**src/rtl/symbol_freq_counter.sv**
```systemverilog
// symbol_freq_counter
// Front end of the Huffman sort chain. It counts how often each symbol occurs
// in one message. After the message's last symbol it sends a one-cycle preset
// pulse, then streams one (address, count) pair per cycle for every symbol.
// It then pulses done and clears all counters, ready for the next message.
// Every output comes from a flop. Each *_d value is computed from the next
// state, so the outputs line up exactly with the state they describe.

module symbol_freq_counter #(
  parameter int DATA_WIDTH    = 16,
  parameter int TOTAL_SYMBOLS = 10,
  parameter int ADDR_WIDTH    = 4
) (
  input  logic                  clk,
  input  logic                  rst_n,
  input  logic                  sym_valid,
  input  logic [ADDR_WIDTH-1:0] sym_in,
  input  logic                  sym_last,
  output logic                  in_ready,
  output logic                  out_sload,
  output logic                  out_valid,
  output logic [DATA_WIDTH-1:0] out_data,
  output logic [ADDR_WIDTH-1:0] out_addr,
  output logic                  done,
  output logic                  sym_err
);

  typedef enum logic [1:0] {
    S_COUNT  = 2'd0,
    S_LOAD   = 2'd1,
    S_STREAM = 2'd2,
    S_DONE   = 2'd3
  } state_e;

  // The symbol count is widened by one bit, so the range check compares
  // the whole symbol value. No out-of-range symbol can alias onto a counter.
  localparam logic [ADDR_WIDTH:0]   NUM_SYM  = (ADDR_WIDTH+1)'(TOTAL_SYMBOLS);
  localparam logic [ADDR_WIDTH-1:0] LAST_IDX = ADDR_WIDTH'(TOTAL_SYMBOLS - 1);
  localparam logic [DATA_WIDTH-1:0] CNT_MAX  = '1;

  state_e                  state_q, state_d;
  logic [ADDR_WIDTH-1:0]   idx_q, idx_d;

  logic                    in_ready_q,  in_ready_d;
  logic                    out_sload_q, out_sload_d;
  logic                    out_valid_q, out_valid_d;
  logic [DATA_WIDTH-1:0]   out_data_q,  out_data_d;
  logic [ADDR_WIDTH-1:0]   out_addr_q,  out_addr_d;
  logic                    done_q,      done_d;
  logic                    sym_err_q,   sym_err_d;

  // Flattened view of all counters, used by the stream read mux
  logic [TOTAL_SYMBOLS-1:0][DATA_WIDTH-1:0] cnt_all;
  logic [DATA_WIDTH-1:0]   rd_data;

  logic accept;
  logic in_range;
  logic count_en;
  logic bad_sym;
  logic clear_cnt;

  // Symbols are accepted only while counting. Anything offered in other states is ignored.
  assign accept    = (state_q == S_COUNT) && sym_valid;
  assign in_range  = ({1'b0, sym_in} < NUM_SYM);
  assign count_en  = accept && in_range;
  assign bad_sym   = accept && !in_range;
  // Counters clear on the edge that leaves DONE
  assign clear_cnt = (state_q == S_DONE);

  // ---------------------------------------------------------------------
  // Per-symbol saturating counters
  // ---------------------------------------------------------------------
  genvar gi;
  generate
    for (gi = 0; gi < TOTAL_SYMBOLS; gi++) begin : g_cnt
      logic [DATA_WIDTH-1:0] cnt_q, cnt_d;
      logic                  hit;

      assign hit = count_en && (sym_in == ADDR_WIDTH'(gi));

      // Next count: clear after the stream, otherwise increment on a hit, holding at full scale
      always_comb begin
        cnt_d = cnt_q;
        if (clear_cnt) begin
          cnt_d = '0;
        end else if (hit && (cnt_q != CNT_MAX)) begin
          cnt_d = cnt_q + DATA_WIDTH'(1);
        end
      end

      // Counter register
      always_ff @(posedge clk or negedge rst_n) begin
        if (!rst_n) begin
          cnt_q <= '0;
        end else begin
          cnt_q <= cnt_d;
        end
      end

      assign cnt_all[gi] = cnt_q;
    end
  endgenerate

  // ---------------------------------------------------------------------
  // FSM
  // ---------------------------------------------------------------------

  // State and stream index registers
  always_ff @(posedge clk or negedge rst_n) begin
    if (!rst_n) begin
      state_q <= S_COUNT;
      idx_q   <= '0;
    end else begin
      state_q <= state_d;
      idx_q   <= idx_d;
    end
  end

  // Next-state logic: COUNT -> LOAD -> STREAM (TOTAL_SYMBOLS cycles) -> DONE -> COUNT
  always_comb begin
    state_d = state_q;
    case (state_q)
      S_COUNT:  if (accept && sym_last) state_d = S_LOAD;
      S_LOAD:   state_d = S_STREAM;
      S_STREAM: if (idx_q == LAST_IDX) state_d = S_DONE;
      S_DONE:   state_d = S_COUNT;
      default:  state_d = S_COUNT;
    endcase
  end

  // Stream index: reset to 0 in LOAD, then step once per STREAM cycle
  always_comb begin
    idx_d = idx_q;
    if (state_q == S_LOAD) begin
      idx_d = '0;
    end else if ((state_q == S_STREAM) && (idx_q != LAST_IDX)) begin
      idx_d = idx_q + ADDR_WIDTH'(1);
    end
  end

  // Read mux: selects the counter the next stream cycle will present
  always_comb begin
    rd_data = '0;
    for (int i = 0; i < TOTAL_SYMBOLS; i++) begin
      if (idx_d == ADDR_WIDTH'(i)) begin
        rd_data = cnt_all[i];
      end
    end
  end

  // Output decode from the next state, registered below so outputs only move on clk edges
  always_comb begin
    in_ready_d  = (state_d == S_COUNT);
    out_sload_d = (state_d == S_LOAD);
    out_valid_d = (state_d == S_STREAM);
    done_d      = (state_d == S_DONE);
    out_addr_d  = '0;
    out_data_d  = '0;
    if (state_d == S_STREAM) begin
      out_addr_d = idx_d;
      out_data_d = rd_data;
    end
    sym_err_d   = sym_err_q | bad_sym;
  end

  // Output registers; only reset clears the sticky error flag
  always_ff @(posedge clk or negedge rst_n) begin
    if (!rst_n) begin
      in_ready_q  <= 1'b1;
      out_sload_q <= 1'b0;
      out_valid_q <= 1'b0;
      out_data_q  <= '0;
      out_addr_q  <= '0;
      done_q      <= 1'b0;
      sym_err_q   <= 1'b0;
    end else begin
      in_ready_q  <= in_ready_d;
      out_sload_q <= out_sload_d;
      out_valid_q <= out_valid_d;
      out_data_q  <= out_data_d;
      out_addr_q  <= out_addr_d;
      done_q      <= done_d;
      sym_err_q   <= sym_err_d;
    end
  end

  assign in_ready  = in_ready_q;
  assign out_sload = out_sload_q;
  assign out_valid = out_valid_q;
  assign out_data  = out_data_q;
  assign out_addr  = out_addr_q;
  assign done      = done_q;
  assign sym_err   = sym_err_q;

endmodule
```
**config.mk**
```make
export PLATFORM = sky130hd
export DESIGN_NAME = symbol_freq_counter
export DESIGN_NICKNAME = d
export VERILOG_FILES = /design/src/rtl/symbol_freq_counter.sv
export SDC_FILE = /design/constraint.sdc
export NUM_CORES = 1
export LEC_CHECK = 0
export CORE_MARGIN = 5
export CORE_UTILIZATION = 45
export CTS_BUF_LIST = sky130_fd_sc_hd__clkbuf_16
export DETAILED_ROUTE_END_ITERATION = 7
export GPL_TIMING_DRIVEN = 0
export PLACE_DENSITY = 0.69
export SLEW_MARGIN = 10
export SYNTH_ARGS = -nofsm -noshare
export SYNTH_HDL_FRONTEND = slang
export SYNTH_SLANG_ARGS = --single-unit
```
**constraint.sdc**
```tcl
create_clock -name clk -period 6 [get_ports clk]
set_input_delay 1.2 -clock clk [delete_from_list [all_inputs] [get_ports clk]]
set_output_delay 1.2 -clock clk [all_outputs]
set_load 0.02 [all_outputs]
```
==> summary.txt, run 1 <==
Global routing
  – Largest net degree at the start of global routing: 99
  – Gr usage total: between 20 and 30%
  – First-pass GRT wire length: 52,100 um
  – Initial antenna violation count: 0
  – Vias in the first global route: ~8,800
  – GRT overflow: 0

Power and ir drop
  – Sw frac: between 40 and 50%
  – Total power: 4770 uW
  – Leak pwr: just over 0.005 uW
  – Clk pwr share: a little under a quarter
  – Sequential Power Share: 32.2%
  – Pint: 2630 uW
  – VDD IR max: 0.285 mV
  – Gate power share: approximately 45%
  – Power per cell area: about 400 nW/um^2
  – Psw: 2140 uW

Setup path
  – Worst EP arrival: roughly 3700 ps
  – Worst path required time: 6350 ps
  – CP max-delay cell: clkdlybuf4s50_1
  – Critical Path End Type: flip-flop
  – Max incr delay on CP: approximately 650 ps
  – Type of the worst setup path: in -> reg
  – Critical-path cell list: clkdlybuf4s50_1 -> nor2b_1 -> o311a_1 -> clkbuf_1 -> nand4_1 -> or3_1 -> a21oi_1
  – Setup crit start kind: input pin
  – Critical path fanouts, max: 8

Yosys
  – Synthesized Nets: between 1,000 and 1,500
  – Post-synthesis cell area: between 10,000 and 15,000 um^2
  – Asr flop ratio synth: 100%
  – XOR/XNOR Fraction of Synth Area: between 10% and 20%
  – EDFF count, synth: 0
  – Syn_area_per_cell: 9.13 um^2
  – Largest family of logic cells by synthesized area: simple AND/OR/NAND/NOR gates
  – #FFs+latches synth: 191
  – Distinct cells, synth: 81
  – Multiplexer area fraction after synthesis: ~2.3%
  – Synth Area in Adders: 1.99%
  – Seq/Total Area, Yosys: between 40% and 50%
  – Main flop type after synthesis: dfrtp_1
  – Post-synthesis simple-gate area fraction: roughly a quarter
  – Ys Warns: 0
  – Compound-Gate Fraction of Synth Area: between 10 and 15%
  – Post-synthesis cell count: approximately 1,200

STA
  – RSZ-0062 raised after global routing: false
  – Achievable Freq: between 200 and 300 MHz
  – Worst slew pin tran: a little under 1000 ps
  – Relative slew slack: 36.0%
  – Period minus WS final: around 3400 ps
  – Slew Viols, Final: 0
  – Hold WS: 497 ps
  – Clock Skew: slightly below 10 ps
  – Count of final hold-check violations: 0
  – Final setup vio count: 0
  – Final period util: 56.5%

Route
  – Initial DRC count: 988
  – Via Count: 9,337
  – Final wirelength: roughly 33,000 um
  – Drc violations: 0
  – Post-DRT Antenna Nets: 0
  – Vias per std cell: around 6.0
  – WL/cell: ~21 um
  – DR pass1 iterations: 5

Layout
  – Post-layout instance area: 12,000 um^2
  – Total Nets Final: between 1,000 and 1,500
  – Layout Utilization: 51.2%
  – Filler Cell Count: ~2,200
  – Ant. Diodes: 0
  – Layout cells sized above 1: under 10%
  – Area Overhead vs Synth: 12.1%

Floorplanning
  – Num ports: 33
  – Die width: 164 um
  – Core area: approximately 23,000 um^2
  – Die Y: about 160 um
  – Initial Utilization: a little under half
  – Row cnt: between 50 and 60
  – Die area: ~27,000 um^2

Placement
  – Area post-placement: ~11,000 um^2
  – HPWL after DPL: ~24,000 um
  – Last weighted congestion value of the routability-driven placer: 1.06
  – I/O Buffers: 32

CTS
  – Clk buf depth: 2
  – Worst-path clk slew: roughly 70 ps
  – Htree depth: 4
  – Quantity of hold-fixing buffers added after cts: 0
  – Post-cts resize count: 0
  – CTS tree: built
  – Total CTS buffers: 17
  – Clock tree sinks: roughly 190
  – Postcts setup bufs: 0
  – CTS root buf: clkbuf_16
  – Clock Latency Late Sink: between 400 and 500 ps

Worst hold path
  – HP Class: reg -> reg

Outcome
  – Status: finished clean

Flow run
  – Maximum Capacitance Violations: 0
==> registers in the layout, indices dropped and copies added, names as in the netlist <==
name         flops
idx_q            4
g_cnt.cnt_q    160
out_valid        1
sym_err          1
state_q          2
out_addr         4
in_ready         1
out_data        16
out_sload        1
done             1
==> critical path, delay by kind of cell <==
| kind | cells | cell delay (ps) |
|---|---|---|
| AOI/OAI and AO/OA | 2 | 390 |
| buffers and inverters | 2 | 940 |
| and+or+nand+nor | 3 | 1200 |
==> power by group through the flow <==
stage          registers, uW  clock network (uW)  logic (uW)
3_5_place_dp            1560                   0        2070
3_3_place_gp            1560                   0        2070
4_1_cts                 1540                1100        2080
6_report                1540                1080        2150
5_1_grt                 1550                1150        2260
2_1_floorplan           1590                   0        1270
==> layer usage <==
metal / vias to the layer above / wire (um) / track usage (%)
li1: 4264 / - / -
met1: 4621 / 14500 / 35.3
met2: 371 / 15100 / 39.2
met3: 81 / 1960 / 3.36
met4: 0 / 1310 / 10.0
met5: - / 0 / 0
==> cells by family (layout without fill, tap and decap cells) <==
family                   count (synthesis)  in the layout
flip-flops                             191            191
XOR/XNOR                               126            126
buffers and inverters                   86            151
AO/OA/AOI/OAI                          203            203
adder cells (fa/ha/maj)                 17             17
AND/OR/NAND/NOR                        526            526
multiplexers                            24             24
==> per-stage QoR <==
stage	instances	setup TNS, ps	setup slack, ps
2_1_floorplan	1173	0	3170
6_report	1557	0	2610
3_5_place_dp	1525	0	2200
3_3_place_gp	1524	-798750	-4210
5_1_grt	1557	0	2430
4_1_cts	1557	0	2630
==> layout by cell type (no fill, tap or decap), types with 6 or more instances in the layout <==
master	netlist	routed
clkbuf_1	30	30
nand2_1	118	118
buf_2	16	16
a32oi_1	8	8
and4_1	23	23
buf_4	6	6
inv_1	31	32
a22oi_1	11	11
o221ai_1	9	9
a221oi_1	8	8
xor2_1	76	76
nand3_1	48	48
and3_1	17	17
and2_1	14	14
nor2_1	180	180
clkbuf_16	0	17
dfrtp_1	190	190
or3_1	26	26
nor3_1	22	22
a21oi_1	55	55
o21ai_0	41	41
nand4_1	45	45
xnor2_1	50	50
mux2i_1	22	22
ha_1	17	17
clkdlybuf4s50_1	0	31
==> final timing paths <==
kind / startpoint / end / slack [ps] / cells after the start
max: sym_in[1] / g_cnt[2].cnt_q[13]$_DFFE_PN0P_ / 2610 / 7
min: sym_err$_DFF_PN0_ / sym_err$_DFF_PN0_ / 500 / 1
max reg2reg: state_q[0]$_DFF_PN0_ / out_data[4]$_DFF_PN0_ / 2680 / 12
min reg2reg: sym_err$_DFF_PN0_ / sym_err$_DFF_PN0_ / 500 / 1
max in group asynchronous: rst_n / g_cnt[3].cnt_q[6]$_DFFE_PN0P_ / 4320 / 2
min in group asynchronous: rst_n / g_cnt[8].cnt_q[2]$_DFFE_PN0P_ / 730 / 1
==> Yosys cell counts, types with 5 or more instances <==
library cell	number	share of area, %
and3_1	17	0.99
nor4_1	5	0.29
nor3_1	22	1.0
o22ai_1	5	0.29
inv_1	31	1.1
a21oi_1	55	2.6
nor2b_1	5	0.29
and4_1	23	1.9
xnor2_1	50	4.1
nor2_1	180	6.3
or3_1	26	1.5
nand4_1	45	2.6
a32oi_1	8	0.65
o21ai_0	41	1.9
ha_1	17	2.0
nand2_1	118	4.1
a221oi_1	8	0.65
nand3_1	48	2.2
clkbuf_1	30	1.1
mux2i_1	22	2.1
buf_2	16	0.75
buf_4	6	0.42
a211oi_1	5	0.35
and2_1	14	0.82
xor2_1	76	6.2
a22oi_1	11	0.77
o221ai_1	9	0.74
dfrtp_1	190	44
a31oi_1	5	0.29
==> cell type report <==
cell class / instances / area [um^2] / share of cell area, %
Buffer: 54 / 253 / 2.10
Clock buffer: 17 / 425 / 3.54
Clock inverter: 15 / 119 / 0.990
Inverter: 32 / 120 / 1.00
Multi-Input combinational cell: 896 / 5560 / 46.3
Sequential cell: 191 / 4780 / 39.8
Tap cell: 319 / 399 / 3.32
Timing Repair Buffer: 33 / 353 / 2.94
No activity file was read; power rests on OpenSTA's default activity.
==> inputs of run 2 (changes only) <==
Settings changed: PLACE_DENSITY 0.69 to 0.72.
Clock period 6 ns to 2.8 ns, I/O delays scaled along.
==> run 2 against run 1 <==
- the flow now finishes with violations (setup timing)
- sequential share of layout area down 1.7 points
- worst hold slack worse by 410 ps
- global-route usage increased by 0.099 points
- via count rose by 1.2%
- design area grew 4.5%
- combinational power grew to 2.5 times the previous value
- sequential power increased by 120%
- register-to-register slack got worse by 2700 ps
- clock skew grew 3.4 ps
- die area unchanged
- critical path type is now reg -> reg
==> summary.txt, run 2 (same netlist as run 1, synthesis figures left out) <==
Layout
  – Total Nets Final: 1,267 (+1.4%)
  – Layout Utilization: 53.5% (+2.3 points)
  – Area Overhead vs Synth: 17.2%
  – Max reg flops: 160 (unchanged)
  – Ant. Diodes: 0 (unchanged)
  – Reg area: 4780 um^2 (about the same)
  – Most common cell after layout, fill and taps aside: dfrtp_1
  – Post-layout instance area: 12,600 um^2 (+4.5%)
  – Non-filler instance count after layout: 1,574 (+1.1%)
  – Layout cells sized above 1: 11.7% (+5.1 points)
  – Commonest cells after routing, fill and taps aside: 188 x dfrtp_1, 179 x nor2_1, 114 x nand2_1, 76 x xor2_1, 50 x xnor2_1
  – Filler Cell Count: 2,135 (-3.6%)
  – Biggest register: g_cnt.cnt_q
  – Area of the multi-input gates: 5830 um^2 (+4.9%)

Global routing
  – Met2 Use GR: 40.3% (+1.0 points)
  – Met3 Usage GRT: 4.12% (+0.75 points)
  – Largest net degree at the start of global routing: 105 (+6.1%)
  – Initial antenna violation count: 0 (unchanged)
  – Global route hottest layer: met2
  – GR Util met1: 34.6% (-0.67 points)
  – GRT overflow: 0 (unchanged)
  – First-pass GRT wire length: 52,200 um (+0.14%)
  – Gr usage total: 25.2% (+0.099 points)
  – Vias in the first global route: 8,959 (+1.5%)

Floorplanning
  – Die Y: 164 um (unchanged)
  – Core area: 23,500 um^2 (unchanged)
  – Initial Utilization: 45.7% (unchanged)
  – Row cnt: 56 (unchanged)
  – Num ports: 33 (unchanged)
  – Die width: 164 um (unchanged)
  – Die area: 27,000 um^2 (unchanged)

Setup path
  – Crit path depth: 9 (+2)
  – Max incr delay on CP: 430 ps (-220 ps)
  – Reg2reg path depth: 9 (-3)
  – Worst path required time: 3090 ps (-3260 ps)
  – Cell mode on critical path: buf_4
  – Worst EP arrival: 3100 ps (-640 ps)
  – Register-to-register setup slack: -9 ps (-2690 ps)
  – Bufs and invs on worst path: 2 (unchanged)
  – Critical path fanouts, max: 10 (+2)
  – CP delay by family, top: compound AO/OA/AOI/OAI gates
  – CP max-delay cell: a2111o_1
  – Critical Path End Type: flip-flop
  – Type of the worst setup path: reg -> reg
  – Critical-path cell list: buf_4 -> ha_1 -> buf_4 -> a2111o_1 -> a21oi_4 -> a32oi_1 -> o221ai_1 -> a21oi_1 -> a2111oi_2
  – Setup crit start kind: flip-flop

STA
  – Worst slew pin tran: 931 ps (-29.9 ps)
  – Final period util: 100%
  – Final setup vio count: 1 (+1)
  – Clock Skew: 13.0 ps (+3.37 ps)
  – Achievable Freq: approximately 360 MHz
  – Slew Viols, Final: 0 (unchanged)
  – Relative slew slack: 38.0% (+2.0 points)
  – Period minus WS final: 2810 ps
  – Count of final hold-check violations: 0 (unchanged)
  – Setup ws final: -8.68 ps (-2620 ps)

Route
  – DR pass1 iterations: 5 (unchanged)
  – Vias per std cell: 6.00 (about the same)
  – Drc violations: 0 (unchanged)
  – Final wirelength: 33,200 um (+0.85%)
  – Via Count: 9,446 (+1.2%)
  – Initial DRC count: 1,030 (+4.3%)
  – WL/cell: 21.1 um (-0.24%)
  – Post-DRT Antenna Nets: 0 (unchanged)

Placement
  – Area post-placement: 11,500 um^2 (unchanged)
  – I/O Buffers: 32 (unchanged)
  – HPWL after DPL: 24,200 um (-1.3%)
  – DP Worst Slack: -483 ps (-2690 ps)
  – Last weighted congestion value of the routability-driven placer: 1.03 (-2.6%)
  – Dpl cells: 1,525 (unchanged)

CTS
  – Total CTS buffers: 17 (unchanged)
  – Htree depth: 4 (unchanged)
  – Clock Latency Late Sink: 440 ps (about the same)
  – Quantity of hold-fixing buffers added after cts: 0 (unchanged)
  – Worst-path clk slew: 80 ps (about the same)
  – CTS tree: built
  – Clk buf depth: 2 (unchanged)
  – Clock tree sinks: 191 (unchanged)
  – CTS root buf: clkbuf_16

Power and ir drop
  – Total power: 11,300 uW (+140%)
  – VDD IR max: 0.548 mV (+92%)
  – Leak pwr: 0.00530 uW (+4.2%)
  – Power per cell area: 897 nW/um^2 (+130%)

Flow run
  – Maximum Capacitance Violations: 0 (unchanged)

Outcome
  – Status: finished, violations left
  – Failing checks: setup timing

Worst hold path
  – HP Class: in -> async
-- run 2: metal layers --
metal | wire length, um | up-vias
met5 | 0 | -
met4 | 1210 | 0
met3 | 2560 | 78
met2 | 15500 | 403
met1 | 13900 | 4659
li1 | - | 4306
-- run 2: what timing repair did --
action	4_1_cts	5_1_grt
pin swaps	8	10
endpoints found under the setup margin	21	34
cloned	0	0
buffers inserted	9	8
gates resized for setup	43	48
-- run 2: path summary, 6_finish.rpt --
check                                           from                            end
worst max-delay path            state_q[0]$_DFF_PN0_          out_data[0]$_DFF_PN0_
worst min-delay path                           rst_n  g_cnt[8].cnt_q[2]$_DFFE_PN0P_
worst max register to register  state_q[0]$_DFF_PN0_          out_data[0]$_DFF_PN0_
worst min register to register     sym_err$_DFF_PN0_              sym_err$_DFF_PN0_
max in group asynchronous                      rst_n  g_cnt[3].cnt_q[6]$_DFFE_PN0P_
min in group clk                   sym_err$_DFF_PN0_              sym_err$_DFF_PN0_
-- run 2: layout make-up --
class | count | share of cell area [%]
clock inverter | 15 | 1.46
timing repair buffer | 50 | 3.96
inverter | 32 | 0.977
clock buffer | 17 | 3.39
multi-input combinational | 896 | 46.5
tap | 319 | 3.18
buffer | 54 | 2.46
sequential | 191 | 38.1
-- run 2: power by group --
part,leakage (uW),internal (uW),switching (uW)
Clock,0.000300,1420,1140
Combinational,0.00237,1830,3550
Sequential,0.00263,3040,277
-- run 2: stage by stage --
step                hold slack [ps]   TNS, ps
floorplan                       264         0
detailed placement              470    -14520
global placement                456  -1292990
finish                         86.7     -8.68
CTS                             132      -141
global route                    152     -71.7
==> inputs of run 3 (changes only) <==
Settings changed: GPL_ROUTABILITY_DRIVEN set to 0, HOLD_SLACK_MARGIN set to 0.05.
==> run 3 against run 2 <==
- the flow now finishes without violations
- sequential share of layout area up 0.17 points
- die area unchanged
- routed wire length down 2.7%
- flip-flop and latch count unchanged
- maximum frequency up 0.72%
- register-to-register slack better by 20 ps
- via count up 1.2%
- worst hold slack better by 8.2 ps
- power down 2.4%
- critical endpoint is now out_data[12]$_DFF_PN0_
- highest routed layer unchanged
==> summary.txt, run 3 (same netlist as run 1, synthesis figures left out) <==
Power and ir drop
  – Leak pwr: 0.00527 uW (-0.70%)
  – Total power: 11,000 uW (-2.4%)
  – VDD IR max: 0.718 mV (+31%)
  – Power per cell area: 879 nW/um^2 (-2.0%)

Setup path
  – Critical Path End Type: flip-flop
  – Type of the worst setup path: reg -> reg
  – Reg-to-Reg End: out_data[12]$_DFF_PN0_
  – Worst EP arrival: 3060 ps (-40 ps)
  – CP max-delay cell: dfrtp_1
  – Reg2reg path depth: 11 (+2)
  – R2r startpoint: idx_q[1]$_DFF_PN0_
  – Register-to-register setup slack: 10 ps (+20 ps)
  – Setup crit start kind: flip-flop
  – Worst path required time: 3070 ps (-20 ps)
  – Max incr delay on CP: 430 ps (about the same)
  – CP Capture Point: out_data[12]$_DFF_PN0_
  – Critical-path cell list: inv_1 -> ha_4 -> nand3b_4 -> a211oi_4 -> or2_1 -> buf_4 -> buf_4 -> mux2i_1 -> o22ai_1 -> a21oi_1 -> a21oi_1
  – Critical path fanouts, max: 10 (unchanged)
  – Start point of the critical path: idx_q[1]$_DFF_PN0_

STA
  – Period minus WS final: 2790 ps (-20.0 ps)
  – Setup ws final: 11.3 ps (+20.0 ps)
  – Final setup vio count: 0 (-1)
  – Clock Skew: 15.6 ps (+2.56 ps)
  – Hold WS: 94.9 ps (+8.21 ps)
  – Achievable Freq: 359 MHz (+0.72%)
  – Relative slew slack: 43.4% (+5.4 points)
  – Count of final hold-check violations: 0 (unchanged)
  – Final period util: 99.6% (-0.71 points)
  – Slew Viols, Final: 0 (unchanged)
  – Worst slew pin tran: 849 ps (-81.3 ps)

Placement
  – DP Worst Slack: -407 ps (+76.2 ps)
  – Dpl cells: 1,525 (unchanged)
  – I/O Buffers: 32 (unchanged)
  – HPWL after DPL: 23,300 um (-3.4%)

Floorplanning
  – Die area: 27,000 um^2 (unchanged)
  – Core area: 23,500 um^2 (unchanged)
  – Initial Utilization: 45.7% (unchanged)
  – Die width: 164 um (unchanged)
  – Num ports: 33 (unchanged)
  – Row cnt: 56 (unchanged)
  – Die Y: 164 um (unchanged)

Route
  – WL/cell: 20.5 um (-2.6%)
  – Final wirelength: 32,200 um (-2.7%)
  – Post-DRT Antenna Nets: 0 (unchanged)
  – DR pass1 iterations: 6 (+1)
  – Via Count: 9,562 (+1.2%)
  – Initial DRC count: 1,268 (+23%)
  – Vias per std cell: 6.08 (+1.4%)
  – Drc violations: 0 (unchanged)

CTS
  – Total CTS buffers: 17 (unchanged)
  – CTS tree: built
  – Clk buf depth: 2 (unchanged)
  – Worst-path clk slew: 70 ps (about the same)
  – Clock Latency Late Sink: 450 ps (about the same)
  – Htree depth: 4 (unchanged)
  – Quantity of hold-fixing buffers added after cts: 0 (unchanged)
  – CTS root buf: clkbuf_16
  – Clock tree sinks: 191 (unchanged)

Global routing
  – Largest net degree at the start of global routing: 102 (-2.9%)
  – Initial antenna violation count: 0 (unchanged)
  – GRT overflow: 0 (unchanged)
  – Gr usage total: 24.1% (-1.0 points)
  – Vias in the first global route: 9,000 (+0.46%)
  – First-pass GRT wire length: 50,300 um (-3.6%)

Layout
  – Area Overhead vs Synth: 16.6%
  – Commonest cells after routing, fill and taps aside: 189 x dfrtp_1, 179 x nor2_1, 115 x nand2_1, 76 x xor2_1, 50 x xnor2_1
  – Filler Cell Count: 2,104 (-1.5%)
  – Biggest register: g_cnt.cnt_q
  – Area of the multi-input gates: 5860 um^2 (+0.47%)
  – Non-filler instance count after layout: 1,572 (-0.13%)
  – Layout Utilization: 53.2% (-0.25 points)
  – Total Nets Final: 1,265 (-0.16%)
  – Max reg flops: 160 (unchanged)
  – Reg area: 4780 um^2 (about the same)
  – Ant. Diodes: 0 (unchanged)
  – Most common cell after layout, fill and taps aside: dfrtp_1
  – Layout cells sized above 1: 12.1% (+0.34 points)

Flow run
  – Maximum Capacitance Violations: 0 (unchanged)

Worst hold path
  – HP Class: in -> async

Outcome
  – Status: finished clean
## run 3: changes by cell type in the layout (fill, tap and decap cells not counted), sizes merged
| cell | change |
|---|---|
| bufinv | -3 |
| inv | +3 |
| clkinv | -1 |
| buf | -3 |
| clkinvlp | +1 |
| clkbuf | +1 |
## run 3: area by class of cell
class	count	area share [%]
Inverter	32	0.961
Timing Repair Buffer	48	3.73
Multi-Input combinational cell	896	46.9
Clock inverter	15	1.13
Clock buffer	17	3.40
Buffer	54	2.39
Tap cell	319	3.19
Sequential cell	191	38.3
## run 3: report_power, final
group	switching, uW	internal [uW]	leakage [uW]
logic	3480	1810	0.00236
registers	269	3040	0.00263
clock network	1200	1180	0.000277
## run 3: critical path, delay by kind of cell, from the launching register on
family	cells	cell delay, ps
fa+ha+maj	1	190
flops	1	430
mux	1	330
compound gates	4	860
simple gates	2	290
buf+inv	3	510
## run 3: how the worst min path moves through the flow
stage                                                to              start  depth (start not counted)
final                     g_cnt[8].cnt_q[3]$_DFFE_PN0P_              rst_n                          1
after global routing      g_cnt[9].cnt_q[9]$_DFFE_PN0P_              rst_n                          1
after CTS                 g_cnt[8].cnt_q[3]$_DFFE_PN0P_              rst_n                          1
after detailed placement              sym_err$_DFF_PN0_  sym_err$_DFF_PN0_                          1
after global placement                sym_err$_DFF_PN0_  sym_err$_DFF_PN0_                          1
after floorplan                          done$_DFF_PN0_              rst_n                          0
## run 3: what timing repair did
item	CTS	global route
setup endpoints to repair	16	43
buffers inserted	10	5
pin swaps	9	8
gates resized for setup	36	48
## run 3: metal layers
metal	global-route usage (%)	wire length [um]	share of wire (%)	vias up
li1	-	-	-	4299
met1	32.1	12700	40	4643
met2	38.2	14900	46	505
met3	5.50	3080	9.5	115
met4	9.80	1530	4.7	0
met5	0	0	0	-
## run 3: per-stage QoR
step / cell area, um^2 / setup TNS [ps]
2_1_floorplan: 10700 / 0
5_1_grt: 12500 / -34.8
3_3_place_gp: 11400 / -1291680
6_report: 12500 / 0
4_1_cts: 12200 / -40.5
3_5_place_dp: 11500 / -12050
